--- src/rtl/dr_fetch_sequencer_if.sv ---
// Byte-wide memory read port between the DR fetch sequencer (master) and memory (slave).
interface dr_fetch_sequencer_if #(
    parameter int ADDR_W = 16
);
    logic [ADDR_W-1:0] MemAddr;
    logic              MemRd;
    logic [7:0]        MemData;
    logic              MemValid;

    modport master (
        output MemAddr,
        output MemRd,
        input  MemData,
        input  MemValid
    );

    modport slave (
        input  MemAddr,
        input  MemRd,
        output MemData,
        output MemValid
    );
endinterface

--- src/rtl/dr_fetch_sequencer.sv ---
// Fetches 1-4 bytes most-significant first and drives the DR load/shift controls so the
// DR ends holding the assembled, zero- or sign-extended word. All outputs are registered.
module dr_fetch_sequencer #(
    parameter int ADDR_W  = 16,
    parameter int TIMEOUT = 15
) (
    input  logic                 clock,
    input  logic                 reset_n,
    input  logic                 Start,
    input  logic [ADDR_W-1:0]    Addr,
    input  logic [2:0]           Count,
    input  logic                 Endian,
    input  logic                 SignExt,
    dr_fetch_sequencer_if.master mem,
    output logic                 DR_E,
    output logic [1:0]           DR_FunSel,
    output logic [7:0]           DR_In,
    output logic                 Busy,
    output logic                 Done,
    output logic                 Err
);
    localparam logic [1:0] S_IDLE  = 2'd0;
    localparam logic [1:0] S_REQ   = 2'd1;
    localparam logic [1:0] S_WRITE = 2'd2;
    localparam logic [1:0] S_DONE  = 2'd3;

    localparam int              WAIT_W    = (TIMEOUT < 2) ? 1 : $clog2(TIMEOUT);
    localparam logic [WAIT_W-1:0] WAIT_LAST = WAIT_W'(TIMEOUT - 1);

    logic [1:0]        state_q,  state_d;
    logic [1:0]        idx_q,    idx_d;
    logic [2:0]        count_q,  count_d;
    logic              endian_q, endian_d;
    logic              sext_q,   sext_d;
    logic [ADDR_W-1:0] addr_q,   addr_d;
    logic [WAIT_W-1:0] wait_q,   wait_d;
    logic              mem_rd_q, mem_rd_d;
    logic              dr_e_q,   dr_e_d;
    logic [1:0]        funsel_q, funsel_d;
    logic [7:0]        dr_in_q,  dr_in_d;
    logic              busy_q,   busy_d;
    logic              done_q,   done_d;
    logic              err_q,    err_d;

    always_comb begin
        state_d  = state_q;
        idx_d    = idx_q;
        count_d  = count_q;
        endian_d = endian_q;
        sext_d   = sext_q;
        addr_d   = addr_q;
        wait_d   = wait_q;
        mem_rd_d = 1'b0;
        dr_e_d   = 1'b0;
        funsel_d = funsel_q;
        dr_in_d  = dr_in_q;
        busy_d   = busy_q;
        done_d   = 1'b0;
        err_d    = 1'b0;

        case (state_q)
            S_IDLE: begin
                if (Start) begin
                    count_d  = Count;
                    endian_d = Endian;
                    sext_d   = SignExt;
                    idx_d    = 2'd0;
                    wait_d   = '0;
                    if (Count == 3'd0 || Count > 3'd4) begin
                        state_d = S_DONE;
                        done_d  = 1'b1;
                        err_d   = 1'b1;
                        busy_d  = 1'b0;
                    end else begin
                        // MSB first: little-endian starts at the top byte and walks down.
                        state_d  = S_REQ;
                        mem_rd_d = 1'b1;
                        busy_d   = 1'b1;
                        addr_d   = Endian ? Addr : Addr + ADDR_W'(Count - 3'd1);
                    end
                end
            end
            S_REQ: begin
                if (mem.MemValid) begin
                    state_d  = S_WRITE;
                    dr_e_d   = 1'b1;
                    dr_in_d  = mem.MemData;
                    funsel_d = (idx_q == 2'd0) ? (sext_q ? 2'b00 : 2'b01) : 2'b10;
                end else if (wait_q == WAIT_LAST) begin
                    state_d = S_DONE;
                    done_d  = 1'b1;
                    err_d   = 1'b1;
                    busy_d  = 1'b0;
                end else begin
                    wait_d   = wait_q + 1'b1;
                    mem_rd_d = 1'b1;
                end
            end
            S_WRITE: begin
                idx_d = idx_q + 2'd1;
                if (({1'b0, idx_q} + 3'd1) < count_q) begin
                    state_d  = S_REQ;
                    mem_rd_d = 1'b1;
                    wait_d   = '0;
                    addr_d   = endian_q ? addr_q + ADDR_W'(1) : addr_q - ADDR_W'(1);
                end else begin
                    state_d = S_DONE;
                    done_d  = 1'b1;
                    busy_d  = 1'b0;
                end
            end
            default: begin
                // DONE ignores Start so a Start coinciding with Done cannot retrigger.
                state_d = S_IDLE;
            end
        endcase
    end

    always_ff @(posedge clock) begin
        if (!reset_n) begin
            state_q  <= S_IDLE;
            idx_q    <= 2'd0;
            count_q  <= 3'd0;
            endian_q <= 1'b0;
            sext_q   <= 1'b0;
            addr_q   <= '0;
            wait_q   <= '0;
            mem_rd_q <= 1'b0;
            dr_e_q   <= 1'b0;
            funsel_q <= 2'b00;
            dr_in_q  <= 8'd0;
            busy_q   <= 1'b0;
            done_q   <= 1'b0;
            err_q    <= 1'b0;
        end else begin
            state_q  <= state_d;
            idx_q    <= idx_d;
            count_q  <= count_d;
            endian_q <= endian_d;
            sext_q   <= sext_d;
            addr_q   <= addr_d;
            wait_q   <= wait_d;
            mem_rd_q <= mem_rd_d;
            dr_e_q   <= dr_e_d;
            funsel_q <= funsel_d;
            dr_in_q  <= dr_in_d;
            busy_q   <= busy_d;
            done_q   <= done_d;
            err_q    <= err_d;
        end
    end

    assign mem.MemAddr = addr_q;
    assign mem.MemRd   = mem_rd_q;
    assign DR_E        = dr_e_q;
    assign DR_FunSel   = funsel_q;
    assign DR_In       = dr_in_q;
    assign Busy        = busy_q;
    assign Done        = done_q;
    assign Err         = err_q;
endmodule
--- src/flat_wrapper.sv ---
// flat-port wrapper written by rule: the top's interface ports become plain ports
module dr_fetch_sequencer_flat 
#(
    parameter int ADDR_W  = 16,
    parameter int TIMEOUT = 15
)
  (clock, reset_n, Start, Addr, Count, Endian, SignExt, DR_E, DR_FunSel, DR_In, Busy, Done, Err, mem_MemAddr, mem_MemRd, mem_MemData, mem_MemValid);
  dr_fetch_sequencer_if #(.ADDR_W(ADDR_W)) mem_i ();
  input  logic clock;
  input  logic reset_n;
  input  logic Start;
  input  logic [ADDR_W-1:0] Addr;
  input  logic [2:0] Count;
  input  logic Endian;
  input  logic SignExt;
  output logic DR_E;
  output logic [1:0] DR_FunSel;
  output logic [7:0] DR_In;
  output logic Busy;
  output logic Done;
  output logic Err;
  output wire logic [$bits(mem_i.MemAddr)-1:0] mem_MemAddr;
  output wire logic [$bits(mem_i.MemRd)-1:0] mem_MemRd;
  input wire logic [$bits(mem_i.MemData)-1:0] mem_MemData;
  input wire logic [$bits(mem_i.MemValid)-1:0] mem_MemValid;
  assign mem_MemAddr = mem_i.MemAddr;
  assign mem_MemRd = mem_i.MemRd;
  assign mem_i.MemData = mem_MemData;
  assign mem_i.MemValid = mem_MemValid;
  dr_fetch_sequencer #(.ADDR_W(ADDR_W), .TIMEOUT(TIMEOUT)) u_core (.clock(clock), .reset_n(reset_n), .Start(Start), .Addr(Addr), .Count(Count), .Endian(Endian), .SignExt(SignExt), .mem(mem_i), .DR_E(DR_E), .DR_FunSel(DR_FunSel), .DR_In(DR_In), .Busy(Busy), .Done(Done), .Err(Err));
endmodule
--- config.mk ---
export PLATFORM = sky130hd
export DESIGN_NAME = dr_fetch_sequencer_flat
export DESIGN_NICKNAME = d
export VERILOG_FILES = /design/src/rtl/dr_fetch_sequencer_if.sv /design/src/rtl/dr_fetch_sequencer.sv /design/src/flat_wrapper.sv
export SDC_FILE = /design/constraint.sdc
export NUM_CORES = 1
export LEC_CHECK = 0
export CORE_ASPECT_RATIO = 1.1
export CORE_UTILIZATION = 39
export CTS_CLUSTER_DIAMETER = 200
export DETAILED_ROUTE_END_ITERATION = 12
export GPL_ROUTABILITY_DRIVEN = 0
export SLEW_MARGIN = 20
export SYNTH_ARGS = -nofsm -noshare
export SYNTH_HDL_FRONTEND = slang
export SYNTH_SLANG_ARGS = --single-unit
--- constraint.sdc ---
create_clock -name clock -period 3.8 [get_ports clock]
set_input_delay 0.57 -clock clock [delete_from_list [all_inputs] [get_ports clock]]
set_output_delay 0.57 -clock clock [all_outputs]
set_load 0.01 [all_outputs]
After elaboration in Yosys (flattened, before gate mapping)
Index checks and enable logic that the tools add are counted.
{ "word_totals": {"ff_bits": 44, "input_bits": 33, "out_inout_bits": 31, "wordCells": 88} }
{ "op_classes": {"addsub": 7, "order_cmp": 2, "n_eq_ne": 11, "muxes": 40, "n_reduce_logical": 14} }
{ "op_table": {"columns": ["operator", "count"], "rows": [
  ["$mux 16", 5],
  ["$pmux 16 s2", 1],
  ["$add 16x1->16 const B", 1],
  ["$add 16x16->16", 1],
  ["$mux 1", 16],
  ["$mux 4", 4],
  ["$sub 16x1->16 const B", 1],
  ["$mux 2", 7],
  ["$pmux 4 s3", 1],
  ["$ne 2x2->1 const B", 5],
  ["$reduce_and 2->1", 5],
  ["$reduce_and 5->1", 2],
  ["$pmux 1 s3", 3],
  ["$pmux 2 s3", 1],
  ["$add 4x1->4 const B", 1],
  ["$eq 4x4->1 const B", 1],
  ["$logic_not 2->1", 2],
  ["$ne 2x1->1 const B", 2],
  ["$pmux 2 s2", 1],
  ["$reduce_and 4->1", 1],
  ["$sub 3x1->4 const B", 1],
  ["$add 2x1->3 const B", 1],
  ["$gt 3x3->1 const B", 1],
  ["$logic_not 3->1", 1],
  ["other kinds (9)", 9]
]} }

Longest topological paths before layout
Gate-level depths: netlist of the first run.
{ "logic_depth": {"word_depth": 6, "mapped_depth": 11, "depth_no_buf": 11} }

Least setup slack after synthesis of the first run
OpenSTA, ideal clock, no wires.
{ "synth_timing": {"path_type": "input -> register", "startpoint": "input Count[0]", "endpoint": "register u_core.addr_q[13], in the netlist u_core.mem.MemAddr[13]", "setup_ns": 0.130, "t_arrival_ns": 3.365, "slack_ns": 0.306, "cell_stages": 9, "n_path_buf": 0, "cell_sequence": "nor3_1 > ha_1 > a211oi_1 > nor2_1 > o311ai_0 > a31oi_1 > xnor2_1 > o2111ai_1 > o211ai_1"} }
{ "synth_between": {"elab_chain_len": 6} }
{ "synth_lines": {"columns": ["item", "line", "text"], "rows": [
  ["start, declared", "flat_wrapper.sv:13", "input logic [2:0] Count;"],
  ["$sub 3x1->4", "dr_fetch_sequencer.sv:79", "addr_d = Endian ? Addr : Addr + ADDR_W'(Count - 3'd1);"],
  ["$add 16x16->16", "dr_fetch_sequencer.sv:79", null],
  ["$mux 16", "dr_fetch_sequencer.sv:79", null],
  ["$mux 16", "dr_fetch_sequencer.sv:69", "if (Count == 3'd0 || Count > 3'd4) begin"],
  ["$mux 16", "dr_fetch_sequencer.sv:63", "if (Start) begin"],
  ["$pmux 16 s2", "dr_fetch_sequencer.sv:61", "case (state_q)"],
  ["end signal, assigned", "dr_fetch_sequencer.sv:141", "addr_q <= addr_d;"],
  ["end, declared", "dr_fetch_sequencer.sv:35", "logic [ADDR_W-1:0] addr_q, addr_d;"]
]} }
Several ways; a longest one is shown, not always the timed one. The select of a mux whose other input is x is not followed.
A chain may end at the register's enable or synchronous reset.

Worst setup path in the final report of the first run
Same ends and word-level chain as after synthesis.

==> results of run 1 <==
-- critical path: cells and delay by family --
family                     cells  cell delay, ns
AOI/OAI and AO/OA              6            1.29
xor gates and xnor gates       2            0.46
adders and majority gates      2            0.56
buffers and inverters          2            0.60
-- cells by family after synthesis --
kind of cell / count (synthesis)
fa+ha+maj: 42
simple gates: 165
flops: 44
mux: 6
compound gates: 149
buf+inv: 39
xor+xnor: 22
-- final cells by class --
cell class | instances | area, µm²
clock inverter | 3 | 46.29
clock buffer | 5 | 68.82
timing repair buffer | 71 | 690.7
inverter | 20 | 75.07
tap | 114 | 142.6
fill | 861 | 4456
sequential | 44 | 880.8
multi-input combinational | 384 | 2514
-- metal layers --
metal,up-vias,GRT usage,part of all wire
li1,1826,-,-
met1,1638,0.2493,0.43
met2,105,0.3931,0.49
met3,20,0.02802,0.047
met4,0,0.07811,0.030
met5,-,0,0
-- power by group through the flow --
stage | clock [mW] | combinational, mW | sequential (mW)
after floorplan | 0 | 1.18 | 0.694
after global placement | 0 | 1.67 | 0.672
after detailed placement | 0 | 1.68 | 0.673
after CTS | 0.391 | 1.70 | 0.664
after global routing | 0.408 | 1.90 | 0.679
final | 0.382 | 1.70 | 0.662
-- through the flow --
| stage | hold WS, ns | std cells | power, mW | utilization | setup slack [ns] |
|---|---|---|---|---|---|
| 2_1_floorplan | 0.4311 | 467 | 1.875 | - | 0.3056 |
| 3_3_place_gp | 0.4412 | 633 | 2.345 | 0.4849 | 0.3005 |
| 3_5_place_dp | 0.4470 | 633 | 2.358 | 0.4849 | 0.2073 |
| 4_1_cts | 0.4605 | 641 | 2.750 | 0.4979 | 0.5254 |
| 5_1_grt | 0.4815 | 641 | 2.984 | 0.4979 | 0.2082 |
| 6_report | 0.4602 | 641 | 2.742 | 0.4979 | 0.5154 |
-- registers in the layout, indices dropped and copies added (netlist names), 2 cells and up --
name	count
u_core.DR_FunSel	2
u_core.count_q	3
u_core.mem.MemAddr	16
u_core.DR_In	8
u_core.idx_q	2
u_core.wait_q	4
u_core.state_q	2
-- layout by cell type (no fill, tap or decap), drive strengths merged, types with 6 or more instances in the layout --
cell,synthesis,layout
and2,6,6
nand3,17,17
xor2,10,10
dfxtp,44,44
o31ai,6,6
a31oi,6,6
nand2,60,60
a211oi,15,15
nor2,38,38
buf,4,8
o21a,8,8
xnor2,12,12
a21oi,55,55
clkdlybuf4s50,0,63
o21ai,24,24
ha,40,40
nand2b,7,7
nor3,18,18
inv,20,21
-- how the worst max path moves through the flow --
stage                        start                                  end  slack, ns  cells after the start
after detailed placement  Count[0]  u_core.mem.MemAddr[13]$_SDFFE_PN0P_       0.21                     12
after floorplan           Count[0]  u_core.mem.MemAddr[13]$_SDFFE_PN0P_       0.31                      9
final                     Count[0]  u_core.mem.MemAddr[13]$_SDFFE_PN0P_       0.52                     12
after CTS                 Count[0]  u_core.mem.MemAddr[13]$_SDFFE_PN0P_       0.53                     12
after global routing      Count[0]  u_core.mem.MemAddr[13]$_SDFFE_PN0P_       0.21                     12
after global placement    Count[0]  u_core.mem.MemAddr[13]$_SDFFE_PN0P_       0.30                     12
==> results.py, run 1 <==
metrics = {
    "synthesis": {
        "yosys.area.top_type": "dfxtp_1",
        "syn_area_um2": 3586,
        "ys_types": 62,
        "synth_compound_area_frac": 0.2676,
        "synth-xor-area-share": 0.05373,
        "synth.net_count": 542,
        "synth_most_common_cell": "nand2_1",
        "synthMuxAreaShare": 0.01710,
        "synth_cells": 467,
        "ys_seq_elements": 44,
        "synth.avg_cell_area_um2": 7.679,
        "yosys.area_share.simple": 0.2104,
        "synth.area.top_cells": "dfxtp_1 (25%), ha_1 (14%), a21oi_1 (7.7%)",
        "yosys.area.top_type_share": 0.2456,
        "ys.flop_type": "dfxtp_1",
        "synth_edf_count": 0,
        "synth_top_family_by_area": "compound AO/OA/AOI/OAI gates",
        "yosysWarnings": 0,
        "synthArstFlopShare": 0,
        "synth_common_cells": "nand2_1 (60), a21oi_1 (55), dfxtp_1 (44), ha_1 (40), nor2_1 (38)",
        "synthAdderAreaFrac": 0.1507,
        "seq_area_frac_synth": 0.2456,
    },
    "setup_path": {
        "worst_setup_path_end_kind": "flop",
        "reg2reg_to": "u_core.mem.MemAddr[12]$_SDFFE_PN0P_",
        "worstRegToRegCells": 9,
        "reg2reg_slack_ns": 0.76,
        "critPathKind": "input port to flop",
        "critPathMaxFanout": 5,
        "cp_data_arrival_time_ns": 3.47,
        "worstPathRequired_ns": 3.99,
        "cp_cell_sequence": "clkdlybuf4s50_1, inv_1, ha_1, xor2_1, ha_1, a21oi_1, a21oi_1, o311ai_0, a31oi_1, xnor2_1, o2111ai_1, o211ai_1",
        "critPathMaxStageDelay_ns": 0.52,
        "crit_path_start_kind": "input port",
        "r2r-start": "u_core.endian_q$_SDFFE_PN0P_",
        "critPathSlowestCell": "clkdlybuf4s50_1",
    },
    "place": {
        "hpwl_um": 7516,
        "dpl_cell_area_um2": 4303,
        "numPortBuffers": 63,
    },
    "power": {
        "switching_share": 0.4390,
        "switchingPower_mw": 1.203,
        "p_leak_nw": 1.733,
        "peakVddDrop_v": 0.0002929,
        "comb_power_share": 0.619,
        "pwr-share-seq": 0.242,
        "p_per_area_nw_per_um2": 620.6,
        "clockPowerShare": 0.139,
        "power.internal_mw": 1.538,
    },
    "global_routing": {
        "grt_overflow": 0,
        "grt_max_degree": 32,
        "antenna_found_initial": 0,
        "grt_pass1_vias": 3432,
        "grt_pass1_wl_um": 16100,
        "track_usage": 0.2119,
    },
    "detailed_routing": {
        "ant_nets": 0,
        "routedWlPerCell_um": 15.16,
        "vias": 3589,
        "via_per_inst": 5.599,
        "drtIter0Drc": 154,
        "dr.pass1.iters": 5,
        "post-route-drc-count": 0,
        "drt_wl_total_um": 9719,
    },
    "clocking": {
        "cts_hold_buf": 0,
        "cts_root_buf": "clkbuf_8",
        "clockBufferDepth": 2,
        "ctsResizeCount": 0,
        "cts.htree.levels": 2,
        "cts_tree": "yes",
        "clkLatencyLatePin_ns": 0.30,
        "cts_buffers": 5,
        "cts_sinks": 44,
        "post_cts_buffers": 0,
        "cts.clk_slew.worst_paths_ns": 0.10,
    },
    "floorplanning": {
        "die_area_um2": 9583,
        "coreArea_um2": 8874,
        "fp.dieH_um": 102.6,
        "fp.dieW_um": 93.43,
        "initial_core_util": 0.4041,
        "rows": 36,
        "io_pins": 64,
    },
    "status": {
        "status": "completed",
    },
    "hold_path": {
        "hold_path_class": "flop to flop",
        "holdPathEnd": "u_core.DR_In[1]$_SDFFE_PN0P_",
        "whs_path_depth": 2,
        "worstHoldStart": "u_core.DR_In[1]$_SDFFE_PN0P_",
    },
    "timing": {
        "timing.fmax_mhz": 304.5,
        "rsz0062_at_grt": "no",
        "fin_crit_sh": 0.8644,
        "setup_violations": 0,
        "finalCriticalPeriod_ns": 3.285,
        "tightestPinTransition_ns": 0.6428,
        "slew_violations": 0,
        "fin_tns_setup_ns": 0,
        "fin_worst_skew_ns": 0.01104,
        "slew_headroom": 0.5701,
        "finalHoldViolCount": 0,
    },
    "flow_run": {
        "maxCapViolCount": 0,
    },
    "final_layout": {
        "design_area_um2": 4418,
        "area_growth_pct": 23.20,
        "diodes": 0,
        "fin_nets": 601,
        "drive_gt1_frac": 0.04934,
    },
}
(Power assumes the default switching activity.)
==> inputs of run 2 (changes only) <==
--- a/config.mk
+++ b/config.mk
@@ -6,6 +6,7 @@
 export NUM_CORES = 1
 export LEC_CHECK = 0
 export CORE_ASPECT_RATIO = 1.1
+export CORE_MARGIN = 2
 export CORE_UTILIZATION = 39
 export CTS_CLUSTER_DIAMETER = 200
 export DETAILED_ROUTE_END_ITERATION = 12
==> run 2 against run 1 <==
  * Clock skew fell by 0.0032 ns
  * Final cell count fell by 0.47%
  * Largest cell class unchanged
  * Critical endpoint unchanged
  * First-iteration DRC count rose by 45%
  * Sequential power barely moved
  * Power rose by 0.29%
  * Register-to-register slack improved by 0.03 ns
  * Critical path type unchanged
==> results.py, run 2 (synthesis gave the netlist of run 1 again) <==
metrics = {
    "status": {
        "status": "completed",
    },
    "hold_path": {
        "worstHoldStart": "u_core.DR_In[5]$_SDFFE_PN0P_",
        "holdPathEnd": "u_core.DR_In[5]$_SDFFE_PN0P_",
        "whs_path_depth": 2,
        "hold_path_class": "flop to flop",
    },
    "detailed_routing": {
        "ant_nets": 0,
        "drt-met1-wl_um": 4226,
        "via_per_inst": 5.560,
        "post-route-drc-count": 0,
        "vias": 3547,
        "dr.pass1.iters": 5,
        "drtIter0Drc": 223,
        "wl_met3_um": 461,
        "drt_wl_total_um": 9741,
        "wl_met2_um": 4822,
        "top_layer_used": "met4",
        "routedWlPerCell_um": 15.27,
    },
    "timing": {
        "fin_crit_sh": 0.8593,
        "rsz0062_at_grt": "no",
        "finalCriticalPeriod_ns": 3.265,
        "fin_tns_setup_ns": 0,
        "timing.fmax_mhz": 306.2,
        "fin_worst_skew_ns": 0.007802,
        "slew_headroom": 0.4129,
        "tightestPinTransition_ns": 0.8780,
        "finalHoldViolCount": 0,
        "slew_violations": 0,
        "setup_violations": 0,
    },
    "power": {
        "p_leak_nw": 1.725,
        "p_per_area_nw_per_um2": 624.7,
        "power_mw": 2.750,
        "peakVddDrop_v": 0.0002904,
    },
    "global_routing": {
        "antenna_found_initial": 0,
        "grt_overflow": 0,
        "grt_pass1_wl_um": 15890,
        "grt_max_degree": 32,
        "grt_pass1_vias": 3345,
        "track_usage": 0.1977,
    },
    "flow_run": {
        "maxCapViolCount": 0,
    },
    "place": {
        "hpwl_um": 7540,
        "numPortBuffers": 63,
        "dpl_cell_area_um2": 4280,
    },
    "setup_path": {
        "critPathMaxFanout": 5,
        "reg2reg_slack_ns": 0.79,
        "r2r-start": "u_core.endian_q$_SDFFE_PN0P_",
        "worstRegToRegCells": 9,
        "reg2reg_to": "u_core.mem.MemAddr[12]$_SDFFE_PN0P_",
        "worstPathRequired_ns": 3.98,
        "cp_data_arrival_time_ns": 3.45,
        "worst_setup_path_end_kind": "flop",
        "critPathKind": "input port to flop",
        "crit_path_start_kind": "input port",
    },
    "clocking": {
        "cts_hold_buf": 0,
        "clockBufferDepth": 2,
        "cts_sinks": 44,
        "cts_root_buf": "clkbuf_8",
        "cts_buffers": 5,
        "post_cts_buffers": 0,
        "ctsResizeCount": 0,
        "cts.clk_slew.worst_paths_ns": 0.09,
        "cts.htree.levels": 2,
        "cts_tree": "yes",
        "clkLatencyLatePin_ns": 0.30,
    },
    "final_layout": {
        "fillers": 889,
        "drive_gt1_frac": 0.04389,
        "layout_common_cells": "clkdlybuf4s50_1 (63), nand2_1 (60), a21oi_1 (55), dfxtp_1 (44), ha_1 (40)",
        "diodes": 0,
        "layout_commonest_cell": "clkdlybuf4s50_1",
        "area_growth_pct": 22.75,
        "largest_register_ffs": 16,
        "design_area_um2": 4402,
        "fin_nets": 598,
    },
    "floorplanning": {
        "initial_core_util": 0.4021,
        "fp.dieW_um": 95.43,
        "io_pins": 64,
        "die_area_um2": 9979,
        "rows": 36,
        "coreArea_um2": 8919,
        "fp.dieH_um": 104.6,
    },
}
## run 2: changes by cell type in the layout (fill, tap and decap cells not counted), sizes merged
cell / previous run / this run
buf: 8 / 5
clkbuf: 5 / 6
clkinv: 0 / 1
clkinvlp: 1 / 0
inv: 21 / 20
## run 2: worst max-delay path by stage
stage | start | endpoint | slack, ns | cells after the start
5_1_grt | Count[0] | u_core.mem.MemAddr[11]$_SDFFE_PN0P_ | 0.29 | 12
2_1_floorplan | Count[0] | u_core.mem.MemAddr[13]$_SDFFE_PN0P_ | 0.31 | 9
3_3_place_gp | Count[0] | u_core.mem.MemAddr[13]$_SDFFE_PN0P_ | 0.29 | 12
6_report | Count[0] | u_core.mem.MemAddr[13]$_SDFFE_PN0P_ | 0.53 | 12
4_1_cts | Count[0] | u_core.mem.MemAddr[13]$_SDFFE_PN0P_ | 0.54 | 12
3_5_place_dp | Count[0] | u_core.mem.MemAddr[13]$_SDFFE_PN0P_ | 0.24 | 12
## run 2: cell type report
cell class              instances  area (µm²)  share of cell area
multi-input cells             384        2514              0.5711
repair buffers                 68       668.1              0.1518
flip-flops and latches         44       880.8              0.2001
clock inverters                 2       38.79            0.008812
well taps                     114       142.6             0.03240
clock buffers                   6       82.58             0.01876
inverters                      20       75.07             0.01706
## run 2: power breakdown
group          internal (mW)  total [mW]  switching, mW
Combinational          0.762        1.69          0.931
Sequential             0.572       0.662         0.0896
Clock                  0.215       0.395          0.180
Total                   1.55        2.75           1.20
## run 2: critical path, stage by stage
cell and delay, ns:
clkdlybuf4s50_1 0.51, inv_1 0.08, ha_1 0.20, xor2_1 0.32
ha_1 0.36, a21oi_1 0.22, a21oi_1 0.14, o311ai_0 0.43
a31oi_1 0.16, xnor2_1 0.14, o2111ai_1 0.17, o211ai_1 0.12
## run 2: per-layer routing
layer	vias to the layer above	GRT usage
met3	20	0.03389
met1	1617	0.2493
met4	0	0.06122
li1	1820	-
met5	-	0
met2	90	0.3390
## run 2: metrics by stage
stage                     utilization  hold slack [ns]  setup slack [ns]  instances
final                          0.4935           0.4567            0.5347        638
after global routing           0.4935           0.4770            0.2868        638
after CTS                      0.4935           0.4616            0.5445        638
after detailed placement       0.4799           0.4449            0.2361        630
after global placement         0.4799           0.4409            0.2863        630
after floorplan                     -           0.4311            0.3056        467
==> inputs of run 3 (changes only) <==
--- a/config.mk
+++ b/config.mk
@@ -11,6 +11,7 @@
 export CTS_CLUSTER_DIAMETER = 200
 export DETAILED_ROUTE_END_ITERATION = 12
 export GPL_ROUTABILITY_DRIVEN = 0
+export PLACE_DENSITY_LB_ADDON = 0.2
 export SLEW_MARGIN = 20
 export SYNTH_ARGS = -nofsm -noshare
 export SYNTH_HDL_FRONTEND = slang
==> run 3 against run 2 <==
  * Non-clock buffer count stayed put
  * Register-to-register slack better by 0.09 ns
  * Sequential share of layout area hardly changed
  * Die area stayed put
  * Clock power is 5.1% lower
==> results.py, run 3 (synthesis gave the netlist of run 1 again) <==
metrics = {
    "status": {
        "status": "completed",
    },
    "setup_path": {
        "worstPathRequired_ns": 3.98,
        "cp_data_arrival_time_ns": 3.46,
        "critPathMaxFanout": 5,
        "crit_path_start_kind": "input port",
        "worst_setup_path_end_kind": "flop",
        "critPathKind": "input port to flop",
    },
    "timing": {
        "fin_tns_setup_ns": 0,
        "setup_ws_ns": 0.5200,
        "slew_violations": 0,
        "finalHoldViolCount": 0,
        "timing.fmax_mhz": 304.9,
        "fin_worst_skew_ns": 0.01298,
        "finalCriticalPeriod_ns": 3.280,
        "tightestPinTransition_ns": 0.6043,
        "setup_violations": 0,
        "fin_crit_sh": 0.8632,
        "slew_headroom": 0.5941,
        "rsz0062_at_grt": "no",
    },
    "detailed_routing": {
        "via_per_inst": 5.571,
        "drtIter0Drc": 135,
        "vias": 3554,
        "dr.pass1.iters": 4,
        "drt_wl_total_um": 9614,
        "routedWlPerCell_um": 15.07,
        "ant_nets": 0,
        "post-route-drc-count": 0,
    },
    "final_layout": {
        "drive_gt1_frac": 0.04389,
        "finalCoreUtilization": 0.4928,
        "fin_nets": 598,
        "instances_no_fill": 638,
        "diodes": 0,
        "layout_common_cells": "clkdlybuf4s50_1 (63), nand2_1 (60), a21oi_1 (55), dfxtp_1 (44), ha_1 (40)",
        "layout_commonest_cell": "clkdlybuf4s50_1",
        "largest_register_ffs": 16,
        "area_growth_pct": 22.58,
    },
    "power": {
        "pwr-share-seq": 0.244,
        "peakVddDrop_v": 0.0002964,
        "comb_power_share": 0.618,
        "power_mw": 2.719,
        "switchingPower_mw": 1.186,
        "clockPowerShare": 0.138,
        "switching_share": 0.4362,
        "p_per_area_nw_per_um2": 618.7,
        "power.internal_mw": 1.533,
        "p_leak_nw": 1.718,
    },
    "floorplanning": {
        "fp.dieW_um": 95.43,
        "io_pins": 64,
        "rows": 36,
        "initial_core_util": 0.4021,
        "coreArea_um2": 8919,
        "fp.dieH_um": 104.6,
        "die_area_um2": 9979,
    },
    "clocking": {
        "cts_hold_buf": 0,
        "clkLatencyLatePin_ns": 0.30,
        "cts_tree": "yes",
        "cts_root_buf": "clkbuf_8",
        "cts_buffers": 5,
        "cts_sinks": 44,
        "ctsResizeCount": 0,
        "cts.htree.levels": 2,
        "clockBufferDepth": 2,
        "cts.clk_slew.worst_paths_ns": 0.10,
        "post_cts_buffers": 0,
    },
    "place": {
        "numPortBuffers": 63,
        "hpwl_um": 7585,
        "placedCellCount": 630,
        "dp_slack_ns": 0.2013,
    },
    "global_routing": {
        "antenna_found_initial": 0,
        "grt_max_degree": 32,
        "grt_pass1_vias": 3379,
        "grt_overflow": 0,
        "track_usage": 0.1932,
        "grt_pass1_wl_um": 15580,
    },
    "hold_path": {
        "hold_path_class": "flop to flop",
    },
    "flow_run": {
        "maxCapViolCount": 0,
    },
}
[run 3: cell type report]
| cell class | count | area (µm²) |
|---|---|---|
| Fill cell | 874 | 4523 |
| Multi-Input combinational cell | 384 | 2514 |
| Sequential cell | 44 | 880.8 |
| Timing Repair Buffer | 68 | 668.1 |
| Tap cell | 114 | 142.6 |
| Inverter | 20 | 75.07 |
| Clock buffer | 5 | 68.82 |
| Clock inverter | 3 | 46.29 |
[run 3: worst paths after layout]
path,from,end,slack (ns),cells after the start
worst max-delay path,Count[0],u_core.mem.MemAddr[13]$_SDFFE_PN0P_,0.52,12
worst min-delay path,u_core.DR_In[3]$_SDFFE_PN0P_,u_core.DR_In[3]$_SDFFE_PN0P_,0.46,2
worst max register to register,u_core.endian_q$_SDFFE_PN0P_,u_core.mem.MemAddr[12]$_SDFFE_PN0P_,0.88,9
worst min register to register,u_core.DR_In[3]$_SDFFE_PN0P_,u_core.DR_In[3]$_SDFFE_PN0P_,0.46,2
[run 3: power by group through the flow]
stage / Combinational, mW / Clock, mW / Sequential [mW]
floorplan: 1.18 / 0 / 0.694
global placement: 1.65 / 0 / 0.675
detailed placement: 1.68 / 0 / 0.676
CTS: 1.69 / 0.386 / 0.666
global route: 1.88 / 0.397 / 0.681
finish: 1.68 / 0.375 / 0.664
[run 3: metal layers]
metal | global-route usage | routed length (µm) | up-vias
li1 | - | - | 1820
met1 | 0.2384 | 4246 | 1666
met2 | 0.3526 | 4925 | 64
met3 | 0.02740 | 389 | 4
met4 | 0.03673 | 53 | 0
met5 | 0 | 0 | -
[run 3: critical path, stage by stage]
cell	delay, ns
clkdlybuf4s50_1	0.52
inv_1	0.09
ha_1	0.20
xor2_1	0.31
ha_1	0.37
a21oi_1	0.23
a21oi_1	0.14
o311ai_0	0.45
a31oi_1	0.16
xnor2_1	0.14
o2111ai_1	0.17
o211ai_1	0.11
[run 3: metrics by stage]
stage / cell area (µm²) / hold WS [ns]
finish: 4395 / 0.4594
global route: 4395 / 0.4813
CTS: 4395 / 0.4615
detailed placement: 4280 / 0.4470
global placement: 4280 / 0.4406
floorplan: 3586 / 0.4311
